`src/rtl/ifetch_queue_pkg.sv`:
```
// Shared defaults and helpers for the instruction fetch queue.
package ifetch_queue_pkg;

   localparam int unsigned DEF_ADDR_W   = 16;
   localparam int unsigned DEF_INST_W   = 32;
   localparam int unsigned DEF_DEPTH    = 4;
   localparam int unsigned DEF_RESET_PC = 0;

   // A queue entry carries the word address alongside the instruction word.
   function automatic int unsigned entry_width(input int unsigned addr_w,
                                               input int unsigned inst_w);
      return addr_w + inst_w;
   endfunction

endpackage

```
`src/rtl/ifetch_queue_fifo.sv`:
```
// In-order prefetch queue: synchronous push/pop, flush clears all entries.
module ifetch_queue_fifo #(
   parameter int unsigned DEPTH = 4,
   parameter int unsigned WIDTH = 48,
   localparam int unsigned PTR_W = $clog2(DEPTH),
   localparam int unsigned CNT_W = $clog2(DEPTH + 1)
) (
   input  logic             clk,
   input  logic             rst,
   input  logic             flush,
   input  logic             push,
   input  logic             pop,
   input  logic [WIDTH-1:0] din,
   output logic [WIDTH-1:0] dout,
   output logic [CNT_W-1:0] count
);

   logic [WIDTH-1:0] mem [DEPTH];
   logic [PTR_W-1:0] wr_ptr;
   logic [PTR_W-1:0] rd_ptr;

   // Storage needs no reset; only entries covered by count are ever shown.
   always_ff @(posedge clk) begin
      if (push && !flush) begin
         mem[wr_ptr] <= din;
      end
   end

   // Pointers wrap naturally at DEPTH; flush wins over any push or pop.
   always_ff @(posedge clk or posedge rst) begin
      if (rst) begin
         wr_ptr <= '0;
         rd_ptr <= '0;
         count  <= '0;
      end else if (flush) begin
         wr_ptr <= '0;
         rd_ptr <= '0;
         count  <= '0;
      end else begin
         if (push) begin
            wr_ptr <= wr_ptr + PTR_W'(1);
         end
         if (pop) begin
            rd_ptr <= rd_ptr + PTR_W'(1);
         end
         case ({push, pop})
            2'b10:   count <= count + CNT_W'(1);
            2'b01:   count <= count - CNT_W'(1);
            default: count <= count;
         endcase
      end
   end

   assign dout = mem[rd_ptr];

endmodule

```
`src/rtl/ifetch_queue.sv`:
```
// Instruction fetch unit: PC, issue credit and in-flight tracking in front of
// a prefetch queue, feeding decode through a valid/stall handshake.
module ifetch_queue
   import ifetch_queue_pkg::*;
#(
   parameter int unsigned        ADDR_W   = DEF_ADDR_W,
   parameter int unsigned        INST_W   = DEF_INST_W,
   parameter int unsigned        DEPTH    = DEF_DEPTH,
   parameter logic [ADDR_W-1:0]  RESET_PC = ADDR_W'(DEF_RESET_PC)
) (
   input  logic              clk,
   input  logic              rst,
   output logic              mem_req_o,
   output logic [ADDR_W-1:0] mem_addr_o,
   input  logic [INST_W-1:0] mem_data_i,
   input  logic              branch_i,
   input  logic [ADDR_W-1:0] branch_addr_i,
   input  logic              stall_i,
   output logic              inst_valid_o,
   output logic [INST_W-1:0] inst_o,
   output logic [ADDR_W-1:0] inst_addr_o
);

   localparam int unsigned CNT_W   = $clog2(DEPTH + 1);
   localparam int unsigned ENTRY_W = entry_width(ADDR_W, INST_W);

   logic [ADDR_W-1:0]  pc;
   logic [ADDR_W-1:0]  req_pc;
   logic               run;
   logic               inflight;
   logic [CNT_W-1:0]   count;
   logic [CNT_W:0]     credit;
   logic               pop;
   logic               push;
   logic               issue;
   logic [ENTRY_W-1:0] head;
   logic [ENTRY_W-1:0] last;

   // A branch discards everything: no pop, no capture of the in-flight word.
   assign pop  = inst_valid_o & ~stall_i & ~branch_i;
   assign push = inflight & ~branch_i;

   // Issue only when the queue can absorb this read and the one in flight.
   assign credit = {1'b0, count} + {{CNT_W{1'b0}}, inflight} - {{CNT_W{1'b0}}, pop};
   assign issue  = run & ~branch_i & (credit < (CNT_W + 1)'(DEPTH));

   assign mem_req_o  = issue;
   assign mem_addr_o = pc;

   // PC, run flag and the address of the read currently in flight.
   always_ff @(posedge clk or posedge rst) begin
      if (rst) begin
         pc       <= RESET_PC;
         req_pc   <= RESET_PC;
         run      <= 1'b0;
         inflight <= 1'b0;
      end else begin
         run      <= 1'b1;
         inflight <= issue;
         if (branch_i) begin
            pc <= branch_addr_i;
         end else if (issue) begin
            pc     <= pc + ADDR_W'(1);
            req_pc <= pc;
         end
      end
   end

   // Remember the most recently popped entry so the outputs hold when empty.
   always_ff @(posedge clk or posedge rst) begin
      if (rst) begin
         last <= '0;
      end else if (pop) begin
         last <= head;
      end
   end

   ifetch_queue_fifo #(
      .DEPTH (DEPTH),
      .WIDTH (ENTRY_W)
   ) u_fifo (
      .clk   (clk),
      .rst   (rst),
      .flush (branch_i),
      .push  (push),
      .pop   (pop),
      .din   ({req_pc, mem_data_i}),
      .dout  (head),
      .count (count)
   );

   assign inst_valid_o = (count != '0);
   assign inst_addr_o  = inst_valid_o ? head[ENTRY_W-1 -: ADDR_W] : last[ENTRY_W-1 -: ADDR_W];
   assign inst_o       = inst_valid_o ? head[INST_W-1:0]          : last[INST_W-1:0];

endmodule

```
`config.mk`:
```
export PLATFORM = sky130hd
export DESIGN_NAME = ifetch_queue
export DESIGN_NICKNAME = d
export VERILOG_FILES = /design/src/rtl/ifetch_queue_pkg.sv /design/src/rtl/ifetch_queue_fifo.sv /design/src/rtl/ifetch_queue.sv
export SDC_FILE = /design/constraint.sdc
export NUM_CORES = 1
export LEC_CHECK = 0
export ABC_AREA = 0
export CAP_MARGIN = 5
export CORE_ASPECT_RATIO = 0.9
export CORE_MARGIN = 2
export CORE_UTILIZATION = 40
export CTS_BUF_LIST = sky130_fd_sc_hd__clkbuf_2
export DETAILED_ROUTE_END_ITERATION = 7
export PLACE_DENSITY = 0.68
export SYNTH_ARGS = -nofsm -noshare
export SYNTH_HDL_FRONTEND = slang
export SYNTH_SLANG_ARGS = --single-unit
```
`constraint.sdc`:
```
create_clock -name clk -period 3.65 [get_ports clk]
set_clock_uncertainty 0.2 [all_clocks]
set_input_delay 0.5475 -clock clk [delete_from_list [all_inputs] [get_ports clk]]
set_output_delay 0.5475 -clock clk [all_outputs]
set_load 0.03 [all_outputs]
```
; ---- Word level (Yosys, flattened, before mapping)
; Memory sizes are Yosys's and may differ from the RTL's.
; Cells that the tools add are included.
[word_totals]
ff_bits = 89
mem_bits_rw = 192
in_bits = 52
output_inout_bits = 66
elab_cells = 46
n_memories = 1
[op_classes]
add_sub_neg = 7
magnitude_cmp = 1
n_eq_ne = 2
n_mux = 12
n_bitwise = 7
reduce_logical = 8
[memory_table]
columns = name, depth, word_bits, read_ports, rd_ports_with_merged_regs, write_ports, line
row1 = u_fifo.mem, 4, 48, 1, 0, 1, ifetch_queue_fifo.sv:18  ; logic [WIDTH-1:0] mem [DEPTH];
[op_table]
columns = operator, count
row1 = two-way mux 16 bit, 3
row2 = two-way mux 32 bit, 1
row3 = "adder 16 x 1 -> 16 bit, second input constant", 1
row4 = two-way mux 2 bit, 4
row5 = one-hot mux 3 bit (2 select lines), 1
row6 = nonzero test 2 bit, 3
row7 = nonzero test 3 bit, 2
row8 = AND 1 bit, 5
row9 = "adder 2 x 1 -> 2 bit, second input constant", 2
row10 = adder 3 x 1 -> 4 bit, 1
row11 = "< comparator 4 x 3 -> 1 bit, second input constant", 1
row12 = subtractor 4 x 1 -> 4 bit, 1
row13 = "adder 3 x 1 -> 3 bit, second input constant", 1
row14 = two-way mux 3 bit, 1
row15 = "subtractor 3 x 1 -> 3 bit, second input constant", 1
row16 = "equality test 2 x 1 -> 1 bit, second input constant", 1
row17 = "equality test 2 bit, second input constant", 1
row18 = two-way mux 1 bit, 2
row19 = NOT 1 bit, 2
row20 = AND reduction 2 bit, 1
row21 = logical AND 1 bit, 1
row22 = logical NOT 1 bit, 1

; ---- Depth between registers and ports, before layout
[logic_depth]
depth_word = 8
ltp_mapped = 14
ltp_nobuf = 10

; ---- Hierarchy
; Synthesis repeated with hierarchy kept, for this count alone.
[unflattened]
hier_cells = 748
hier_area_um2 = 11795.1
[by_module_without_submodules]
columns = mod, instances, cells_each, area_per_inst_um2, seq_area_each_um2
row1 = ifetch_queue_fifo, 1, 293, 7412.1, 5940.7
row2 = ifetch_queue, 1, 455, 4383.0, 2052.0

; ---- Least setup slack after synthesis
; Ideal clock, no wire load.
[synth_path]
path_kind = input to output
from = input port branch_i
to = output port mem_req_o
t_arrival_ns = 2.981
t_required_ns = 2.902
path_slack_ns = -0.079
stages = 13
n_path_buf = 4
path_cell_list = nor3_1 > buf_2 > buf_2 > ha_1 > inv_1 > ha_1 > and3b_4 > nor4_4 > o21ai_2 > nand2b_4 > buf_6 > buf_6 > inv_1
[synth_between]
elab_chain_cells = 5
elab_cells_between_ends = 6
classes_between = add/sub: 1 / order compare: 1 / bitwise: 4
[synth_rtl]
columns = item, line
row1 = "start, declared", ifetch_queue.sv:16  ; input logic branch_i,
row2 = NOT 1 bit (no line), n/a
row3 = AND 1 bit, ifetch_queue.sv:40  ; assign pop = inst_valid_o & ~stall_i & ~branch_i;
row4 = net pop, ifetch_queue.sv:33  ; logic pop;
row5 = subtractor 4 x 1 -> 4 bit, ifetch_queue.sv:44  ; assign credit = {1'b0, count} + {{CNT_W{1'b0}}, inflight} - {{CNT_W{1'b0}}, pop};
row6 = < comparator 4 x 3 -> 1 bit, ifetch_queue.sv:45  ; assign issue = run & ~branch_i & (credit < (CNT_W + 1)'(DEPTH));
row7 = AND 1 bit, ifetch_queue.sv:45
row8 = "end, declared", ifetch_queue.sv:13  ; output logic mem_req_o,
; The timed path passes the listed nets, and every way through them passes these cells.

; ---- Worst setup path after layout
[layout_path]
from = register u_fifo.count[1]
to = output port mem_req_o
[layout_between]
elab_chain_cells = 6
elab_cells_between_ends = 7
classes_between = add/sub: 2 / order compare: 1 / bitwise: 3 / reduce/logical: 1
[layout_rtl]
columns = item, line
row1 = "start, declared", ifetch_queue_fifo.sv:15  ; output logic [CNT_W-1:0] count
row2 = "start signal, assigned", ifetch_queue_fifo.sv:47  ; 2'b10: count <= count + CNT_W'(1);
row3 = "start signal, assigned", ifetch_queue_fifo.sv:48  ; 2'b01: count <= count - CNT_W'(1);
row4 = "start signal, assigned", ifetch_queue_fifo.sv:49  ; default: count <= count;
row5 = "parallel branches: the longest is 3 deep, another holds adder 3 x 1 -> 4 bit", n/a
row6 = subtractor 4 x 1 -> 4 bit *, ifetch_queue.sv:44
row7 = < comparator 4 x 3 -> 1 bit *, ifetch_queue.sv:45
row8 = AND 1 bit *, ifetch_queue.sv:45
; Every way passes the cells marked *.

==> flow_summary.json <==
{
  "die_area_mm2": 0.0299,
  "synth.net_count": 664,
  "core_mm2": 0.0280,
  "violations": "setup timing",
  "grt_pass1_wl_um": 36500,
  "leakage_nw": 5.15,
  "top_layer": "met4",
  "endpoint_kind": "output port",
  "post_dp_cell_area_mm2": 0.0131,
  "crit_type": "flip-flop to output port",
  "dp.cells": 1066,
  "num-nets-final": 862,
  "grt_pass1_vias": 6716,
  "area_growth_pct": 22.4,
  "grt_setup_unrepaired": "true",
  "grtUsageTotal_pct": 16.0,
  "seq_power_share_pct": 39.3,
  "area.sequential_mm2": 0.00800,
  "avgSynthCellArea_um2": 18.9,
  "synthesis.area_mm2": 0.0114,
  "switching_share_pct": 36.5,
  "fin_crit_sh_pct": 100,
  "clock_path_buffers": 3,
  "setup_viol": 1,
  "dp_worst_setup_slack_ns": 0.0849,
  "hold_violations": 0,
  "num_vias": 6167,
  "crit_slowest_cell": "dfrtp_2",
  "finalWirelength_um": 23200,
  "timing.critical_path.arrival_ns": 2.92,
  "synth_seq_cells": 281,
  "start_util_pct": 40.7,
  "synthArstFlopShare_pct": 31.7,
  "met2_wirelength_um": 11200,
  "cts_tree": "yes",
  "switchingPower_mw": 4.10,
  "drive_above_1_share_pct": 42.0,
  "status": "finished with violations",
  "cts_num_sinks": 281,
  "drt-initial-drc-count": 391,
  "fmax_mhz": 273,
  "cp.required_ns": 2.90,
  "worstReg2RegStart": "u_fifo.count[1]",
  "final_common_cell": "edfxtp_1",
  "drt-pass1-iter-count": 6,
  "reg2reg_depth": 13,
  "synth_flop_cell": "edfxtp_1",
  "drv_slew": 0,
  "cp_max_fo": 2,
  "internal_power_mw": 7.13,
  "comb_power_share_pct": 41.8,
  "multi_input_comb_area_mm2": 0.00326,
  "cts-htree-levels": 3,
  "setup_ws_ns": -0.0125,
  "p_clk_share_pct": 19.0,
  "fin_tns_setup_ns": -0.0125,
  "path_clk_slew_ns": 0.09,
  "synth.distinct_cells": 39,
  "crit_chain": "nor3_4 -> nor3_4 -> ha_2 -> inv_2 -> ha_4 -> and3b_4 -> o211a_1 -> o21ai_2 -> nand2b_4 -> clkinvlp_4 -> buf_6",
  "gr-total-overflow": 0,
  "synth_edf_count": 192,
  "slowest_delay_ns": 0.44,
  "fill_cells": 2345,
  "power_density_mw_per_mm2": 804,
  "gp_congestion": 0.829,
  "hp-class": "primary input to async pin",
  "hpwl_um": 13300,
  "min_period_ns": 3.66,
  "maxCapViolCount": 0,
  "vdd_drop_max_mv": 0.392,
  "worstMarginPinSlew_ns": 0.960,
  "ant_nets": 0,
  "wl_met3_um": 1380,
  "regToRegSetupSlack_ns": 0.71,
  "fin_util_pct": 49.8,
  "insertion_delay_ns": 0.83,
  "reg2reg_to": "mem_addr_o[7]",
  "final_cell_mix": "edfxtp_1, clkbuf_2, mux2_2",
  "fin_area_mm2": 0.0140,
  "final_cells": 1221,
  "num_rows": 58,
  "vias_per_cell": 5.05,
  "cts_buffers": 73,
  "ios": 118,
  "slew_headroom_pct": 36.0,
  "die_w_um": 182,
  "cts_root_buf": "clkbuf_2",
  "seq_area_frac_synth_pct": 70.1,
  "met1Wirelength_um": 10300,
  "antenna_found_initial": 1,
  "wl_per_cell_um": 19.0,
  "start_kind": "flip-flop",
  "port_buffers": 117,
  "ys_warn_count": 0,
  "synth_cells": 603,
  "crit_top_cell": "nor3_4",
  "drc": 0,
  "grt_max_degree": 67,
  "die_h_um": 164
}
==> sequential cells by signal, indices dropped and copies added, names as in the netlist <==
name	cells
u_fifo.count	3
last	48
u_fifo.wr_ptr	2
req_pc	16
mem_addr_o	16
u_fifo.rd_ptr	2
run	1
u_fifo.mem	192
inflight	1
==> cell families (layout without fill, tap and decap cells) <==
logic type | Yosys count | in the layout | share of synthesized area (%)
flip-flops | 281 | 281 | 70.1
AND/OR/NAND/NOR | 54 | 54 | 2.62
adder cells (fa/ha/maj) | 9 | 9 | 1.05
XOR/XNOR | 18 | 18 | 1.38
other | 1 | 2 | 0.0329
buffers and inverters | 42 | 299 | 1.67
AO/OA/AOI/OAI | 32 | 32 | 1.78
multiplexers | 166 | 166 | 21.4
==> area by class of cell <==
class | count | area share, %
Sequential cell | 281 | 57.3
Multi-Input combinational cell | 280 | 23.4
Timing Repair Buffer | 154 | 10.8
Clock buffer | 112 | 4.02
Tap cell | 360 | 3.23
Clock inverter | 22 | 0.941
Inverter | 11 | 0.341
Antenna cell | 1 | 0.0179
==> synthesized netlist by cell type (9+ instances only) <==
| cell type | instances | share of area (%) |
|---|---|---|
| mux2_2 | 106 | 10 |
| inv_1 | 11 | 0.36 |
| xor2_1 | 9 | 0.69 |
| nor2_1 | 13 | 0.43 |
| o21ai_0 | 14 | 0.61 |
| mux4_2 | 48 | 9.5 |
| clkbuf_1 | 17 | 0.56 |
| nand2_1 | 14 | 0.46 |
| mux2_4 | 9 | 1.2 |
| dfrtp_1 | 89 | 20 |
| xnor2_1 | 9 | 0.69 |
| edfxtp_1 | 192 | 51 |
==> worst max path at each step <==
stage	slack, ns	depth (start not counted)	endpoint	startpoint
2_1_floorplan	0.01	14	mem_req_o	u_fifo.count[1]
3_3_place_gp	0.16	11	mem_req_o	stall_i
3_5_place_dp	0.08	11	mem_req_o	stall_i
4_1_cts	-0.17	11	mem_req_o	u_fifo.count[0]
5_1_grt	-0.24	11	mem_req_o	u_fifo.count[1]
6_report	-0.01	11	mem_req_o	u_fifo.count[1]
==> repair_timing <==
action | CTS | global route
cloned | 1 | 1
pin swaps | 5 | 5
resized for setup | 61 | 43
hold buffers | 0 | 1
hold endpoints to repair | 0 | 1
endpoints found under the setup margin | 49 | 46
setup buffers | 12 | 6
==> power groups by stage <==
stage / clock [mW] / sequential, mW / combinational (mW)
3_5_place_dp: 0 / 4.53 / 4.73
2_1_floorplan: 0 / 4.39 / 3.16
3_3_place_gp: 0 / 4.48 / 4.67
5_1_grt: 2.41 / 4.49 / 5.00
6_report: 2.13 / 4.41 / 4.69
4_1_cts: 2.22 / 4.43 / 4.69
==> critical path, delay by kind of cell, from the launching register on <==
| kind | cells | cell delay (ns) |
|---|---|---|
| adders and majority gates | 2 | 0.35 |
| and+or+nand+nor | 4 | 0.65 |
| DFF | 1 | 0.44 |
| buffers and inverters | 3 | 0.30 |
| AOI/OAI and AO/OA | 2 | 0.41 |
==> metal layers <==
| layer | up-vias | global-route usage [%] |
|---|---|---|
| met5 | - | 0 |
| met4 | 0 | 5.61 |
| met3 | 36 | 4.77 |
| met2 | 207 | 25.6 |
| met1 | 3123 | 21.1 |
| li1 | 2801 | - |
==> through the flow <==
step                hold WS [ns]  power [mW]
global route             0.00994        11.9
floorplan                  0.271        7.55
global placement           0.284        9.14
detailed placement         0.291        9.26
CTS                      0.00163        11.3
finish                    0.0609        11.2
(Power assumes the default switching activity.)
